===== src/rtl/pwm_duty_ramp.sv =====
// pwm_duty_ramp: slew-rate limiter that sits in front of the 8-bit PWM generator.
// A target duty is captured from the motion controller, clamped to MAX_DUTY, and
// the registered duty walks toward it by STEP every TICK_DIV clocks. An active-low
// emergency stop forces duty and target to zero for as long as it is held.
module pwm_duty_ramp #(
  parameter int TICK_DIV = 50000,
  parameter int STEP     = 2,
  parameter int MAX_DUTY = 249
) (
  input  logic       clock,
  input  logic       reset_InLow,
  input  logic       target_valid,
  input  logic [7:0] target_duty,
  input  logic       estop_InLow,
  output logic [7:0] duty_out,
  output logic       busy,
  output logic       done
);

  // Divider width covers 0..TICK_DIV-1; a one-clock divider still needs one bit.
  localparam int            DivW    = (TICK_DIV > 1) ? $clog2(TICK_DIV) : 1;
  localparam logic [DivW-1:0] DivLast = DivW'(TICK_DIV - 1);
  localparam logic [7:0]    MaxDuty = 8'(MAX_DUTY);
  localparam logic [8:0]    StepAmt = 9'(STEP);

  typedef enum logic [1:0] {
    IDLE = 2'd0,
    UP   = 2'd1,
    DOWN = 2'd2,
    STOP = 2'd3
  } rampStateT;

  rampStateT       state;
  logic [7:0]      target;
  logic [7:0]      duty;
  logic [DivW-1:0] divCount;
  logic            doneFlag;

  logic            stepTick;
  logic            capture;
  logic [7:0]      clampedTarget;
  logic [8:0]      upSum;
  logic [7:0]      upNext;
  logic signed [8:0] downDiff;
  logic [7:0]      downNext;

  // Step strobe, capture qualification and the clamped/limited next duty values.
  // Capture is suppressed in STOP so the release edge always lands at target 0.
  always_comb begin
    stepTick      = (divCount == DivLast);
    capture       = target_valid && estop_InLow && (state != STOP);
    clampedTarget = (target_duty > MaxDuty) ? MaxDuty : target_duty;

    // Upward step: 9-bit sum so duty+STEP near 255 cannot wrap, then cap at target.
    upSum  = {1'b0, duty} + StepAmt;
    upNext = (upSum >= {1'b0, target}) ? target : upSum[7:0];

    // Downward step: signed difference so duty-STEP below zero stays negative,
    // then floor at target (which is never below 0).
    downDiff = $signed({1'b0, duty}) - $signed(StepAmt);
    downNext = (downDiff <= $signed({1'b0, target})) ? target : downDiff[7:0];
  end

  // Free-running step divider; restarts on every capture so the first step lands
  // a full TICK_DIV clocks after the new target, and is held at 0 during estop.
  always_ff @(posedge clock or negedge reset_InLow) begin
    if (!reset_InLow) begin
      divCount <= '0;
    end else if (!estop_InLow || capture || stepTick) begin
      divCount <= '0;
    end else begin
      divCount <= divCount + DivW'(1);
    end
  end

  // Target register: clamped on capture, zeroed by estop.
  always_ff @(posedge clock or negedge reset_InLow) begin
    if (!reset_InLow) begin
      target <= '0;
    end else if (!estop_InLow) begin
      target <= '0;
    end else if (capture) begin
      target <= clampedTarget;
    end
  end

  // Ramp FSM: owns state, the registered duty and the done pulse.
  // A capture edge freezes the FSM; the following edge re-evaluates direction
  // against the new target, so a reversal never moves duty until the next tick.
  always_ff @(posedge clock or negedge reset_InLow) begin
    if (!reset_InLow) begin
      state    <= IDLE;
      duty     <= '0;
      doneFlag <= 1'b0;
    end else if (!estop_InLow) begin
      state    <= STOP;
      duty     <= '0;
      doneFlag <= 1'b0;
    end else begin
      doneFlag <= 1'b0;
      unique case (state)
        STOP: begin
          state <= IDLE;
        end
        IDLE: begin
          if (!capture) begin
            if (target > duty)      state <= UP;
            else if (target < duty) state <= DOWN;
          end
        end
        UP: begin
          if (!capture) begin
            if (target > duty) begin
              if (stepTick) begin
                duty <= upNext;
                if (upNext == target) begin
                  state    <= IDLE;
                  doneFlag <= 1'b1;
                end
              end
            end else begin
              // Retargeted at or below the current duty: turn around or settle.
              state <= (target < duty) ? DOWN : IDLE;
            end
          end
        end
        DOWN: begin
          if (!capture) begin
            if (target < duty) begin
              if (stepTick) begin
                duty <= downNext;
                if (downNext == target) begin
                  state    <= IDLE;
                  doneFlag <= 1'b1;
                end
              end
            end else begin
              state <= (target > duty) ? UP : IDLE;
            end
          end
        end
        default: begin
          state <= IDLE;
        end
      endcase
    end
  end

  // Outputs come straight from registers.
  assign duty_out = duty;
  assign busy     = (state == UP) || (state == DOWN);
  assign done     = doneFlag;

endmodule


===== config.mk =====
export PLATFORM = sky130hd
export DESIGN_NAME = pwm_duty_ramp
export DESIGN_NICKNAME = d
export VERILOG_FILES = /design/src/rtl/pwm_duty_ramp.sv
export SDC_FILE = /design/constraint.sdc
export NUM_CORES = 1
export LEC_CHECK = 0
export ABC_CLOCK_PERIOD_IN_PS = 4700
export BUFFER_PORTS_ARGS = -buffer_cell sky130_fd_sc_hd__buf_4
export CAP_MARGIN = 20
export CORE_ASPECT_RATIO = 0.8
export CORE_MARGIN = 4
export CORE_UTILIZATION = 24
export CTS_CLUSTER_DIAMETER = 80
export CTS_CLUSTER_SIZE = 40
export DETAILED_ROUTE_END_ITERATION = 12
export SYNTH_ARGS = -nofsm -noshare
export SYNTH_HDL_FRONTEND = slang
export SYNTH_SLANG_ARGS = --single-unit

===== constraint.sdc =====
create_clock -name clock -period 4.7 [get_ports clock]
set_input_delay 0.47 -clock clock [delete_from_list [all_inputs] [get_ports clock]]
set_output_delay 0.47 -clock clock [all_outputs]
set_load 0.05 [all_outputs]

* Yosys cells after proc, flatten, opt, wreduce, memory -nomap -nowiden *
Index checks and enable logic that the tools add are counted.

word-level totals
  bits in registers = 35
  input port bits = 12
  output and inout port bits = 10
  word-level logic and storage cells = 82

cells by class
  $add $sub $neg = 3
  $lt $le $gt $ge = 5
  equal/unequal tests = 21
  multiplexer cells = 39
  reduce and logical (&&, ||, !) cells = 9

operator list
  kind                                                   number
  two-way mux 8 bit                                      12
  two-way mux 2 bit                                      13
  inequality test 3 bit, second input constant           7
  inequality test 4 bit, second input constant           5
  adder 16 x 1 -> 16 bit, second input constant          1
  equality test 16 bit, second input constant            1
  equality test 8 bit                                    2
  two-way mux 16 bit                                     1
  case mux 8 bit (2 select lines)                        1
  two-way mux 1 bit                                      10
  adder 8 x 2 -> 9 bit, second input constant            1
  >= comparator 9 x 8 -> 1 bit                           1
  less-or-equal comparator 9 bit                         1
  subtractor 8 x 2 -> 9 bit, second input constant       1
  greater-than comparator 8 bit                          1
  greater-than comparator 8 bit, second input constant   1
  < comparator 8 bit                                     1
  case mux 2 bit (4 select lines)                        1
  AND reduction 8 bit                                    1
  AND reduction 7 bit                                    1
  equality test 2 bit, second input constant             2
  logical OR 1 bit                                       3
  inequality test 3 x 1 -> 1 bit, second input constant  1
  equality test 2 x 1 -> 1 bit, second input constant    1
  6 further kinds                                        7

* Longest topological paths before layout *
Gate-level depths: netlist of the first run.

  depth in word-level cells = 10
  depth in mapped cells = 15
  mapped depth without buffers = 13

* Worst setup path before layout of the first run *
Ideal clock, no wire load.

  kind = register -> register
  from = reg duty[1] (netlist: duty_out[1])
  to = reg state[0]
  setup time = 0.128 ns
  arrival time = 3.501 ns
  data required time = 4.572 ns
  slack = 1.071 ns
  stages on the path, launching flop included = 16
  path buffers = 2
  clock period less this slack = 3.629 ns
  cell sequence = dfrtp_1 > buf_2 > inv_1 > ha_1 > or3b_1 > clkbuf_1 > nor3_1 > xnor2_1 > ha_1 > nand3_1 > nor3_1 > a21oi_1 > nand4_1 > nor3_1 > a311o_1 > mux2_1

between the ends
  longest elaborated chain between the ends = 6
  elaborated cells between the ends (all ways) = 25
  classes of those cells = add/sub: 2; order compare: 4; eq/ne: 7; mux: 11; reduce/logical: 1

RTL lines
  element                                                                             line  text
  start: declaration                                                                  35    logic [7:0] duty;
  start signal: assignment                                                            115   duty <= upNext;
  start signal: assignment                                                            131   duty <= downNext;
  subtractor 8 x 2 -> 9 bit (tied with other cells)                                   60    downDiff = $signed({1'b0, duty}) - $signed(StepAmt);
  less-or-equal comparator 9 bit (tied with other cells)                              61    downNext = (downDiff <= $signed({1'b0, target})) ? target : downDiff[7:0];
  two-way mux 8 bit (tied with other cells)                                           61
  equality test 8 bit (tied with other cells)                                         132   if (downNext == target) begin
  inequality test 4 bit (no line) or case mux 2 bit (4 select lines) (tied branches)  --
  AND reduction 8 bit (no line) or two-way mux 2 bit (tied branches)                  --
  end signal: assignment                                                              123   state <= (target < duty) ? DOWN : IDLE;
  end signal: assignment                                                              138   state <= (target > duty) ? UP : IDLE;
  end: declaration                                                                    33    rampStateT state;

Several ways; a longest one is shown, not always the timed one. The select of a mux whose other input is x is not followed.
A chain may end at the register's enable or synchronous reset.

* Final worst setup path of the first run *
  from = reg duty[3] (netlist: duty_out[3])
  to = reg state[1]

between the ends
  longest elaborated chain between the ends = 6
  elaborated cells between the ends (all ways) = 25
  classes of those cells = add/sub: 2; order compare: 4; eq/ne: 7; mux: 11; reduce/logical: 1

RTL lines
  element                                                                             line
  subtractor 8 x 2 -> 9 bit (tied with other cells)                                   60
  less-or-equal comparator 9 bit (tied with other cells)                              61
  two-way mux 8 bit (tied with other cells)                                           61
  equality test 8 bit (tied with other cells)                                         132
  inequality test 4 bit (no line) or case mux 2 bit (4 select lines) (tied branches)  --
  AND reduction 8 bit (no line) or two-way mux 2 bit (tied branches)                  --

Several ways; a longest one is shown, not always the timed one. The select of a mux whose other input is x is not followed.

==> results of run 1 <==
flip-flops by register name, indices dropped and copies added (netlist names):
signal / count
done: 1
divCount: 16
state: 2
target: 8
duty_out: 8
layout make-up:
type / instances / share of cell area
clock buffer: 5 / 0.03573
multi-input combinational: 271 / 0.5591
tap: 171 / 0.06109
inverter: 28 / 0.03001
sequential: 35 / 0.2501
timing repair buffer: 24 / 0.05145
clock inverter: 3 / 0.01250
layout by cell type (no fill, tap or decap), types with 4 or more instances in the layout:
cell       synthesis  layout
nor3_1            10      10
nor2_1            26      26
nand2_1           26      26
o21ai_0           10      10
nand3_1           17      17
nand2b_1           6       6
or3_1              5       5
a211oi_1           4       4
dfrtp_1           35      35
buf_4              0      24
xor2_1            10      10
nand4_1            7       7
xnor2_1           19      19
and4_1             4       4
a21o_1             4       4
mux2i_1            4       4
a21oi_1           21      21
clkbuf_16          0       5
and3_1             4       4
o221ai_1           4       4
inv_1             27      27
ha_1              29      29
worst max path at each step:
stage	to	slack (ns)	depth (start not counted)	start
finish	state[1]	0.78	12	duty_out[3]
global route	state[0]	0.48	12	duty_out[3]
CTS	state[1]	0.81	12	duty_out[3]
detailed placement	state[1]	0.84	12	duty_out[3]
global placement	state[0]	1.02	13	duty_out[1]
floorplan	state[0]	1.07	15	duty_out[1]
power by group:
part / total (uW) / switching (uW) / internal (uW)
registers: 406 / 70.6 / 336
logic: 979 / 605 / 374
clock network: 390 / 140 / 250
total: 1780 / 816 / 960
metal layers:
| metal | vias to the layer above | routed length [um] | GRT usage |
|---|---|---|---|
| met5 | - | 0 | 0 |
| met3 | 10 | 502 | 0.02047 |
| met1 | 1295 | 4078 | 0.1713 |
| met2 | 92 | 3591 | 0.1844 |
| li1 | 1291 | - | - |
| met4 | 0 | 130 | 0.03304 |
worst max-delay path, stage by stage (launching register included):
cell	delay [ns]
dfrtp_1	0.56
nor3_1	0.66
nand3_1	0.20
xnor2_1	0.32
inv_1	0.11
ha_1	0.31
a21o_1	0.18
a21oi_1	0.19
nand4b_1	0.19
nand4_1	0.35
nor3_1	0.10
a311o_1	0.31
mux2_1	0.32
through the flow:
stage | hold WS, ns | total power [uW] | utilization | setup WS, ns
after floorplan | 0.1744 | 1122 | - | 1.071
after global placement | 0.4397 | 1359 | 0.2731 | 1.024
after detailed placement | 0.4605 | 1369 | 0.2731 | 0.8361
after CTS | 0.1653 | 1769 | 0.2869 | 0.8148
after global routing | 0.1850 | 1918 | 0.2869 | 0.4758
final | 0.1437 | 1776 | 0.2869 | 0.7782
cells by family (layout without fill, tap and decap cells):
| group | after synthesis | after routing |
|---|---|---|
| adders and majority gates | 30 | 30 |
| and+or+nand+nor | 130 | 130 |
| AOI/OAI and AO/OA | 74 | 74 |
| muxes | 6 | 6 |
| DFF | 35 | 35 |
| buffers and inverters | 43 | 60 |
| xor gates and xnor gates | 31 | 31 |
==> flow_summary_export.csv, run 1 <==
group,metric,value,unit
clock_tree,post_cts_buffers,0,
critical_path,crit_arrival,4.08,ns
global_routing,antenna_found_initial,0,
critical_path,r2r-start,"duty_out[3]",
critical_path,rr_worst_depth,12,
yosys,synthesis.nets,390,
timing,hold_violations,0,
clock_tree,path_clk_slew,0.07,ns
cells_and_area,num_antenna_cells,0,
yosys,syn_inst,349,
routing,drtAntennaViolNets,0,
yosys,ys_ff_latch,35,
cells_and_area,drive_above_1_share,0.09836,
yosys,synth_top_family_by_area,"simple AND/OR/NAND/NOR gates",
routing,drc,0,
global_routing,grtUsageTotal,0.1191,
yosys,ys_types,63,
pwr,p_leak,0.001494,uW
routing,dr.pass1.iters,5,
timing,slew_violations,0,
yosys,ys_seq_area_frac,0.2911,
yosys,ys_top_cells_by_area,"dfrtp_1 29%, ha_1 12%, xnor2_1 5.5%, a21oi_1 3.5%, inv_1 3.4%",
cells_and_area,regArea,875.8,sq um
clock_tree,max-clock-path-buffers,2,
yosys,syn-cell-area,3009,sq um
clock_tree,ctsResizeCount,0,
yosys,synth-main-ff-cell,"dfrtp_1",
timing,relSlewSlack,0.3621,
timing,fin_crit_sh,0.8344,
floorplan,io_pins,22,
clock_tree,cts_buffers,5,
routing,routed_via_density,5.006,
cells_and_area,num-nets-final,406,
critical_path,start_kind,"flip-flop",
critical_path,r2r-end,"state[1]",
yosys,synth_common_cells,"35 x dfrtp_1, 29 x ha_1, 27 x inv_1",
yosys,muxShareOfSynthArea,0.02079,
critical_path,critPathCaptureType,"flip-flop",
yosys,synth_simple_gate_area_frac,0.2320,
yosys,synth_most_common_cell,"dfrtp_1",
floorplan,die_h,108.2,um
critical_path,critical_path.max_fanout,13,
yosys,synth_top_area_frac,0.2911,
floorplan,coreArea,12210,sq um
place,hpwl,6314,um
floorplan,fp-row-count,36,
floorplan,die-width,133.2,um
cells_and_area,fin_area,3502,sq um
critical_path,critPathRequiredTime,4.86,ns
cells_and_area,fin_cells,537,
routing,routed_wl,8303,um
pwr,vdd_drop_max,0.0001823,V
global_routing,gr-total-overflow,0,
pwr,powerDensity,507.2,nW/um^2
cells_and_area,multi_input_area,1958,sq um
critical_path,r2r_setup_slack,0.78,ns
cells_and_area,fillers,1283,
yosys,synth_compound_area_frac,0.1730,
clock_tree,cts.sinks,35,
timing,final.setup_skew,0.01083,ns
global_routing,grt_first_pass_wirelength,14000,um
worst_hold_path,hp-class,"primary input to async pin",
timing,period_needed,3.922,ns
place,dp.cells,529,
timing,setup_violations,0,
cells_and_area,areaGrowthSynthToFinish,16.38,%
clock_tree,postCtsHoldBufs,0,
timing,rsz0062_at_grt,"false",
routing,dr.first_iter.drc_count,188,
yosys,synth_top_area_cell,"dfrtp_1",
place,portBuffers,21,
floorplan,initial_core_util,0.2465,
timing,worstMarginPinSlew,0.9436,ns
timing,max_freq,0.2550,GHz
routing,wire_per_inst,15.46,um
yosys,async_flop_share,1.000,
yosys,synth_fa_ha_area_frac,0.1239,
yosys,avgSynthCellArea,8.622,sq um
place,placed_area,3333,sq um
yosys,post_synth_xor_area_fraction,0.1010,
floorplan,dieArea,14400,sq um
clock_tree,clk_latency,0.29,ns
clock_tree,cts_tree,"yes",
clock_tree,htree_levels,2,
routing,vias,2688,
timing,tns,0,ns
status,outcome,"finished, final reports clean",
place,place_congestion,0.9600,
critical_path,worstSetupPathType,"flip-flop to flip-flop",
yosys,synth_edf_count,0,
global_routing,grt_max_degree,36,
yosys,synth_warnings,0,
flow_run,max-cap-violations,0,
global_routing,grt_pass1_vias,2670,
clock_tree,root_buffer,"clkbuf_16",
Note: power is estimated with default switching activity, not from simulation.
==> inputs of run 2 (changes only) <==
--- a/config.mk
+++ b/config.mk
@@ -5,7 +5,7 @@
 export SDC_FILE = /design/constraint.sdc
 export NUM_CORES = 1
 export LEC_CHECK = 0
-export ABC_CLOCK_PERIOD_IN_PS = 4700
+export ABC_CLOCK_PERIOD_IN_PS = 4100
 export BUFFER_PORTS_ARGS = -buffer_cell sky130_fd_sc_hd__buf_4
 export CAP_MARGIN = 20
 export CORE_ASPECT_RATIO = 0.8
==> constraint.sdc (replaced) <==
create_clock -name clock -period 4.1 [get_ports clock]
set_input_delay 0.41 -clock clock [delete_from_list [all_inputs] [get_ports clock]]
set_output_delay 0.41 -clock clock [all_outputs]
set_load 0.05 [all_outputs]
==> flow_summary_export.csv, run 2 (synthesis gave the netlist of run 1 again) <==
group,metric,value,unit
pwr,p_sw_frac,0.4484,
clock_tree,cts_buffers,5,
critical_path,critical_path.max_fanout,10,
timing,fin_crit_sh,0.9234,
timing,final.setup_skew,0.006712,ns
pwr,seqPwrFrac,0.221,
cells_and_area,num_antenna_cells,0,
floorplan,fp-row-count,36,
routing,dr.first_iter.drc_count,188,
timing,hold_violations,0,
critical_path,critPathCaptureType,"flip-flop",
timing,relSlewSlack,0.5569,
timing,whs,0.08668,ns
critical_path,r2r-start,"duty_out[1]",
critical_path,rr_worst_depth,13,
floorplan,coreArea,12210,sq um
pwr,p_leak,0.001513,uW
place,placed_area,3356,sq um
worst_hold_path,hp-class,"primary input to async pin",
clock_tree,root_buffer,"clkbuf_16",
timing,setup_violations,0,
timing,setup_ws,0.3142,ns
global_routing,grt_pass1_vias,2528,
cells_and_area,final_cell_mix,"35 x dfrtp_1, 29 x ha_1, 27 x inv_1, 27 x buf_4",
cells_and_area,num-nets-final,409,
floorplan,dieArea,14400,sq um
global_routing,grtUsageTotal,0.1163,
global_routing,antenna_found_initial,0,
cells_and_area,mostFrequentLayoutCell,"dfrtp_1",
timing,worstMarginPinSlew,0.6628,ns
floorplan,initial_core_util,0.2465,
global_routing,grt_first_pass_wirelength,13560,um
routing,dr.pass1.iters,5,
clock_tree,clk_latency,0.28,ns
routing,routed_via_density,5.022,
timing,period_needed,3.786,ns
pwr,intPower,1142,uW
cells_and_area,drive_above_1_share,0.1057,
global_routing,gr-total-overflow,0,
timing,max_freq,0.2641,GHz
floorplan,io_pins,22,
critical_path,worstSetupPathType,"flip-flop to flip-flop",
clock_tree,cts_tree,"yes",
critical_path,r2r-end,"state[0]",
pwr,powerDensity,586.0,nW/um^2
routing,drc,0,
clock_tree,htree_levels,2,
floorplan,die-width,133.2,um
flow_run,max-cap-violations,0,
pwr,combPwrFrac,0.558,
cells_and_area,largest_reg_flops,16,
place,portBuffers,21,
critical_path,start_kind,"flip-flop",
pwr,p_switching,928.4,uW
place,place_ws,0.3774,ns
clock_tree,postCtsHoldBufs,0,
place,place_congestion,0.9237,
routing,vias,2712,
pwr,clkPwrFrac,0.221,
critical_path,critPathRequiredTime,4.26,ns
floorplan,die_h,108.2,um
clock_tree,post_cts_buffers,0,
clock_tree,path_clk_slew,0.06,ns
routing,routed_wl,8332,um
critical_path,crit_arrival,3.95,ns
place,hpwl,6453,um
cells_and_area,areaGrowthSynthToFinish,17.42,%
clock_tree,max-clock-path-buffers,2,
clock_tree,ctsResizeCount,0,
timing,tns,0,ns
timing,slew_violations,0,
cells_and_area,fin_area,3533,sq um
status,outcome,"finished, final reports clean",
clock_tree,cts.sinks,35,
routing,drtAntennaViolNets,0,
critical_path,r2r_setup_slack,0.31,ns
cells_and_area,top_register,"divCount",
routing,wire_per_inst,15.43,um
timing,rsz0062_at_grt,"false",
pwr,vdd_drop_max,0.0002579,V
global_routing,grt_max_degree,36,
## run 2: cell types whose count changed in the layout (fill, tap and decap cells not counted), sizes merged
cell	before	now
inv	28	29
clkinv	2	0
buf	24	27
clkbuf	5	6
## run 2: power groups by stage
| stage | Combinational, uW | Clock (uW) | Sequential, uW |
|---|---|---|---|
| floorplan | 821 | 0 | 464 |
| global placement | 1120 | 0 | 463 |
| detailed placement | 1140 | 0 | 464 |
| CTS | 1140 | 467 | 457 |
| global route | 1290 | 478 | 465 |
| finish | 1150 | 458 | 458 |
## run 2: cell type report
cell class | instances | area (sq um)
flip-flops and latches | 35 | 875.8
multi-input cells | 271 | 1958
fillers | 1296 | 8673
inverters | 28 | 105.1
well taps | 171 | 214.0
repair buffers | 27 | 202.7
clock inverters | 2 | 38.79
clock buffers | 6 | 138.9
## run 2: worst max-delay path by stage
stage	start	end	slack, ns	cells past startpoint
3_5_place_dp	duty_out[1]	state[0]	0.38	13
2_1_floorplan	duty_out[1]	state[0]	0.47	15
5_1_grt	duty_out[1]	state[0]	0.05	13
4_1_cts	duty_out[1]	state[0]	0.35	13
6_report	duty_out[1]	state[0]	0.31	13
3_3_place_gp	duty_out[1]	state[1]	0.50	13
## run 2: per-layer routing
metal	global-route usage	routed length (um)
met1	0.1770	4000
met2	0.1728	3571
met3	0.01535	617
met4	0.02937	143
met5	0	0
## run 2: stage by stage
step / total power, uW / utilization / cells
floorplan: 1286 / - / 349
global placement: 1583 / 0.2749 / 532
detailed placement: 1600 / 0.2749 / 532
CTS: 2068 / 0.2895 / 540
global route: 2228 / 0.2895 / 540
finish: 2070 / 0.2895 / 540
## run 2: worst max-delay path, cell delays in order (launching register included)
cell and delay [ns]:
dfrtp_1 0.49, inv_1 0.20, ha_1 0.28, or3b_1 0.48
nor3_1 0.21, xnor2_1 0.18, ha_1 0.28, nand3_1 0.10
nor3_1 0.06, a21oi_1 0.24, nand4_1 0.31, nor3_1 0.29
a311o_1 0.19, mux2_1 0.34
